--- config.mk ---
export PLATFORM = sky130hd
export DESIGN_NAME = display_mux
export DESIGN_NICKNAME = d
export VERILOG_FILES = /design/src/rtl/display_pkg.sv /design/src/rtl/seg7_decode.sv /design/src/rtl/display_mux.sv
export SDC_FILE = /design/constraint.sdc
export NUM_CORES = 1
export LEC_CHECK = 0
export CAP_MARGIN = 20
export CORE_MARGIN = 1.5
export CORE_UTILIZATION = 35
export CTS_BUF_LIST = sky130_fd_sc_hd__clkbuf_2 sky130_fd_sc_hd__clkbuf_4 sky130_fd_sc_hd__clkbuf_8
export DETAILED_ROUTE_END_ITERATION = 16
export PLACE_DENSITY = 0.6
export SLEW_MARGIN = 20
export SYNTH_ARGS = -nofsm -noshare
export SYNTH_HDL_FRONTEND = slang
export SYNTH_SLANG_ARGS = --single-unit
--- constraint.sdc ---
create_clock -name clk -period 2.3 [get_ports clk]
set_input_delay 0.46 -clock clk [delete_from_list [all_inputs] [get_ports clk]]
set_output_delay 0.46 -clock clk [all_outputs]
set_load 0.01 [all_outputs]
--- src/rtl/display_pkg.sv ---
// display_pkg: shared codes, state type and producer packet type for the display mux.
package display_pkg;
  localparam logic [3:0] BCD_DASH = 4'hA;
  localparam logic [3:0] BCD_BLANK = 4'hB;
  localparam logic [6:0] SEG_BLANK = 7'h7F;
  localparam logic [6:0] SEG_DASH = 7'b0111111;
  typedef enum logic {IDLE, SHOW} state_t;
  typedef logic [5:0][3:0] bcdPac_t;
endpackage

--- src/rtl/seg7_decode.sv ---
// seg7_decode: BCD to active-low 7-segment pattern, segment a = LSB.
module seg7_decode import display_pkg::*; (
  input  logic [3:0] bcd,
  output logic [6:0] seg
);
  always_comb begin
    seg = SEG_BLANK;
    case (bcd)
      4'd0: seg = 7'b1000000;
      4'd1: seg = 7'b1111001;
      4'd2: seg = 7'b0100100;
      4'd3: seg = 7'b0110000;
      4'd4: seg = 7'b0011001;
      4'd5: seg = 7'b0010010;
      4'd6: seg = 7'b0000010;
      4'd7: seg = 7'b1111000;
      4'd8: seg = 7'b0000000;
      4'd9: seg = 7'b0010000;
      BCD_DASH: seg = SEG_DASH;
      default: seg = SEG_BLANK;
    endcase
  end
endmodule

--- src/rtl/display_mux.sv ---
// display_mux: multi-source 7-segment controller with idle timeout.
// Optional per-digit blinking is built when DISPLAY_BLINK_EN is defined.
module display_mux import display_pkg::*; #(
  parameter int N_SRC = 2,
  parameter int N_DIG = 6,
  parameter int TIMEOUT_CYC = 0,
  parameter int BLINK_DIV = 25_000_000,
  localparam int AW = N_SRC > 1 ? $clog2(N_SRC) : 1
) (
  input  logic                     clk,
  input  logic                     rst,
  input  logic [N_SRC-1:0]         src_en,
  input  logic [N_SRC*N_DIG*4-1:0] src_bcd,
  input  logic [N_SRC*N_DIG-1:0]   src_blink,
  output logic [N_DIG*7-1:0]       hex,
  output logic [AW-1:0]            active_src,
  output logic                     showing,
  output logic                     conflict
);
  localparam int TW = TIMEOUT_CYC > 0 ? $clog2(TIMEOUT_CYC + 1) : 1;
  state_t state, nxt_state;
  logic [N_DIG*4-1:0] pkt, nxt_pkt;
  logic [N_DIG*7-1:0] seg, nxt_hex;
  logic [TW-1:0] tcnt, nxt_tcnt;
  logic [AW-1:0] win;
  logic [N_DIG-1:0] mask;
  logic cap, tmo;
  always_comb begin
    win = '0;
    for (int i = N_SRC - 1; i >= 0; i--) if (src_en[i]) win = AW'(i);
  end
  assign cap = |src_en;
  assign tmo = TIMEOUT_CYC != 0 && state == SHOW && int'(tcnt) == TIMEOUT_CYC - 1;
  assign nxt_state = cap ? SHOW : tmo ? IDLE : state;
  assign nxt_pkt = cap ? src_bcd[int'(win)*N_DIG*4 +: N_DIG*4] : pkt;
  assign nxt_tcnt = (cap || tmo || state == IDLE) ? '0 : &tcnt ? tcnt : tcnt + 1'b1;
  // Decode the next packet so hex updates on the same edge as the capture
  for (genvar d = 0; d < N_DIG; d++) begin : g_dig
    seg7_decode u_dec (.bcd(nxt_pkt[d*4 +: 4]), .seg(seg[d*7 +: 7]));
    assign nxt_hex[d*7 +: 7] = (nxt_state == IDLE || mask[d]) ? SEG_BLANK : seg[d*7 +: 7];
  end
`ifdef DISPLAY_BLINK_EN
  localparam int BW = BLINK_DIV > 2 ? $clog2(BLINK_DIV) : 1;
  logic [BW-1:0] bcnt, nxt_bcnt;
  logic [N_DIG-1:0] blk, nxt_blk;
  logic phase, nxt_phase, wrap;
  assign wrap = int'(bcnt) == BLINK_DIV - 1;
  assign nxt_bcnt = (cap || wrap) ? '0 : bcnt + 1'b1;
  assign nxt_phase = cap ? 1'b0 : wrap ? ~phase : phase;
  assign nxt_blk = cap ? src_blink[int'(win)*N_DIG +: N_DIG] : blk;
  assign mask = nxt_phase ? nxt_blk : '0;
  always_ff @(posedge clk) begin
    if (rst) begin
      bcnt <= '0;
      phase <= 1'b0;
      blk <= '0;
    end else begin
      bcnt <= nxt_bcnt;
      phase <= nxt_phase;
      blk <= nxt_blk;
    end
  end
`else
  localparam int unused_blink_div = BLINK_DIV;
  logic unused_blink;
  assign unused_blink = ^src_blink;
  assign mask = '0;
`endif
  always_ff @(posedge clk) begin
    if (rst) begin
      state <= IDLE;
      pkt <= {N_DIG{BCD_BLANK}};
      tcnt <= '0;
      active_src <= '0;
      conflict <= 1'b0;
      hex <= {N_DIG{SEG_BLANK}};
    end else begin
      state <= nxt_state;
      pkt <= nxt_pkt;
      tcnt <= nxt_tcnt;
      if (cap) active_src <= win;
      conflict <= |(src_en & (src_en - 1'b1));
      hex <= nxt_hex;
    end
  end
  assign showing = state == SHOW;
endmodule

==> flow_summary_export.csv <==
group,metric,value,unit
synthesis,syn_inst,362,
synthesis,synth_cell_type_count,37,
grt,track_usage,16.2,%
power_and_ir_drop,comb_power_share,24.7,%
placed_design,dp_cells,602,
floorplanning,start_util,36.1,%
floorplanning,die_h,103,microns
power_and_ir_drop,sw_frac_of_total,26.5,%
cells_and_area,final_common_cell,"clkdlybuf4s50_1",
placed_design,gp_congestion,0.818,
synthesis,synth_area,3530,sq um
sta,rsz0062_at_grt,"no",
critical_path,crit_start,"src_bcd[24]",
clock_tree,holdBufCountCts,0,
sta,setup_tns,0,ps
sta,slew_headroom,64.8,%
job,cap_violations,0,
synthesis,ys.flop_type,"dfxtp_1",
clock_tree,htreeDepth,3,
sta,min_period,1890,ps
grt,gr-total-overflow,0,
cells_and_area,final_cell_mix,"94 x clkdlybuf4s50_1, 69 x dfxtp_1, 36 x nor2_1, 30 x ha_1, 28 x buf_4",
synthesis,synth-edff-count,0,
floorplanning,core_area,9770,sq um
clock_tree,cts-root-buf,"clkbuf_8",
sta,hold_viol,0,
synthesis,avgSynthCellArea,9.75,sq um
grt,grt_first_pass_wirelength,13300,microns
status,outcome,"complete, no violations",
cells_and_area,instances_no_fill,618,
placed_design,hpwl,6220,microns
detailed_routing,drc_errors,0,
synthesis,syn_nets,456,
sta,fin_skew,14.8,ps
clock_tree,clk_pin_slew,80,ps
critical_path,critPathRequiredTime,2500,ps
sta,fmax,529,MHz
detailed_routing,first_pass_iters,4,
grt,grt_pass1_vias,2923,
detailed_routing,ant_nets,0,
sta,setup_violations,0,
critical_path,endpoint_kind,"register",
critical_path,reg2reg_from,"pkt[0]",
clock_tree,cts_buffer_depth,2,
worst_hold_path,min_path_type,"reg -> reg",
clock_tree,cts_buffers,9,
cells_and_area,nets,574,
power_and_ir_drop,power_density,687,nW/um^2
power_and_ir_drop,power_frac_seq,38.7,%
clock_tree,cts.sinks,69,
clock_tree,cts_tree,"yes",
power_and_ir_drop,p_leak,0.00213,uW
critical_path,critPathLaunchType,"input pin",
sta,drv_slew,0,
cells_and_area,areaGrowthSynthToFinish,42.1,%
detailed_routing,routed_wl,8380,microns
grt,antenna_found_initial,0,
detailed_routing,drt_iter0_drc,63,
clock_tree,clk_latency,340,ps
cells_and_area,seq_area,1380,sq um
detailed_routing,num_vias,2982,
synthesis,ys_seq_elements,69,
power_and_ir_drop,switching_power,914,uW
critical_path,path_class,"in -> reg",
power_and_ir_drop,internal-power,2530,uW
detailed_routing,post_drt_wl_per_cell,13.6,microns
critical_path,cp.arrival,2090,ps
cells_and_area,diodes,0,
synthesis,async_flop_share,0,%
cells_and_area,nFillCells,935,
power_and_ir_drop,vdd_drop_max,0.263,mV
cells_and_area,drive_gt1_share,14.8,%
placed_design,io_buffers,96,
cells_and_area,final_util,51.3,%
clock_tree,cts_resized,0,
floorplanning,rows,36,
power_and_ir_drop,power.share.clock,36.6,%
synthesis,seq_area_frac_synth,39.1,%
worst_hold_path,hp-start,"active_src",
detailed_routing,via_per_inst,4.83,
floorplanning,fp.dieW,103,microns
floorplanning,ios,109,
clock_tree,post_cts_buffers,0,
cells_and_area,multi_input_area,1970,sq um
sta,worstMarginPinSlew,524,ps
sta,fin_crit_sh,82.3,%
synthesis,yosysWarnings,0,
grt,grt_max_degree,27,
critical_path,path_max_fanout,4,
floorplanning,dieArea,10700,sq um
==> cell type report <==
| cell class | instances | area share (%) |
|---|---|---|
| flip-flops and latches | 69 | 27.5 |
| clock buffers | 11 | 3.02 |
| inverters | 17 | 1.27 |
| multi-input cells | 258 | 39.2 |
| well taps | 133 | 3.32 |
| repair buffers | 125 | 23.5 |
| clock inverters | 5 | 2.12 |
==> flip-flops by register name, indices dropped and copies added, names as in the netlist <==
signal      flops
conflict        1
active_src      1
hex            42
pkt            24
showing         1
==> final timing paths <==
check               endpoint  slack [ps]  depth (start not counted)
setup / recovery      hex[0]         410                          7
hold reg to reg   active_src         500                          2
hold / removal    active_src         500                          2
setup reg to reg      hex[0]         660                          6
==> layer usage <==
| layer | routed length, microns | vias up | GRT usage, % | share of wire (%) |
|---|---|---|---|---|
| met1 | 3770 | 1385 | 19.6 | 45 |
| met3 | 418 | 10 | 4.23 | 5.0 |
| met5 | 0 | - | 0 | 0 |
| met2 | 4080 | 86 | 27.7 | 49 |
| li1 | - | 1501 | - | - |
| met4 | 112 | 0 | 5.82 | 1.3 |
==> logic make-up (layout without fill, tap and decap cells) <==
group,Yosys count,in the layout,share of synthesized area [%]
buffers and inverters,35,158,5.21
flip-flops,69,69,39.1
AO/OA/AOI/OAI,84,84,16.8
multiplexers,47,47,14.3
AND/OR/NAND/NOR,91,91,12.5
XOR/XNOR,6,6,1.49
adder cells (fa/ha/maj),30,30,10.6
==> power by group through the flow <==
stage	sequential [uW]	combinational (uW)	clock, uW
3_5_place_dp	1360	853	0
5_1_grt	1350	938	1350
4_1_cts	1340	858	1290
2_1_floorplan	1410	427	0
6_report	1340	852	1260
3_3_place_gp	1360	839	0
==> through the flow <==
stage,setup WS (ps),area [sq um],hold WS [ps],total power [uW]
finish,408,5020,500,3450
global route,299,5020,537,3630
CTS,429,5020,509,3490
detailed placement,60.1,4760,494,2220
global placement,134,4760,484,2200
floorplan,231,3530,510,1830
==> Yosys cell counts (all sizes together), types with 8 or more instances <==
| cell | count | area (sq um) |
|---|---|---|
| dfxtp | 69 | 1380 |
| nor2 | 36 | 135 |
| o21ai | 32 | 239 |
| mux2i | 31 | 325 |
| ha | 30 | 375 |
| a21oi | 21 | 105 |
| nand2 | 19 | 71.3 |
| inv | 17 | 63.8 |
| mux2 | 16 | 180 |
| buf | 15 | 109 |
| nand2b | 11 | 68.8 |
| a32oi | 9 | 78.8 |
| o21a | 9 | 68.8 |
| a22oi | 8 | 60.1 |
| or2 | 8 | 50.1 |
==> worst max-delay path, stage by stage <==
cell	delay (ps)
clkdlybuf4s50_1	400
mux2_1	290
mux2i_1	280
inv_1	120
ha_1	210
mux2i_1	210
a22oi_1	130
No activity file was read; power rests on OpenSTA's default activity.
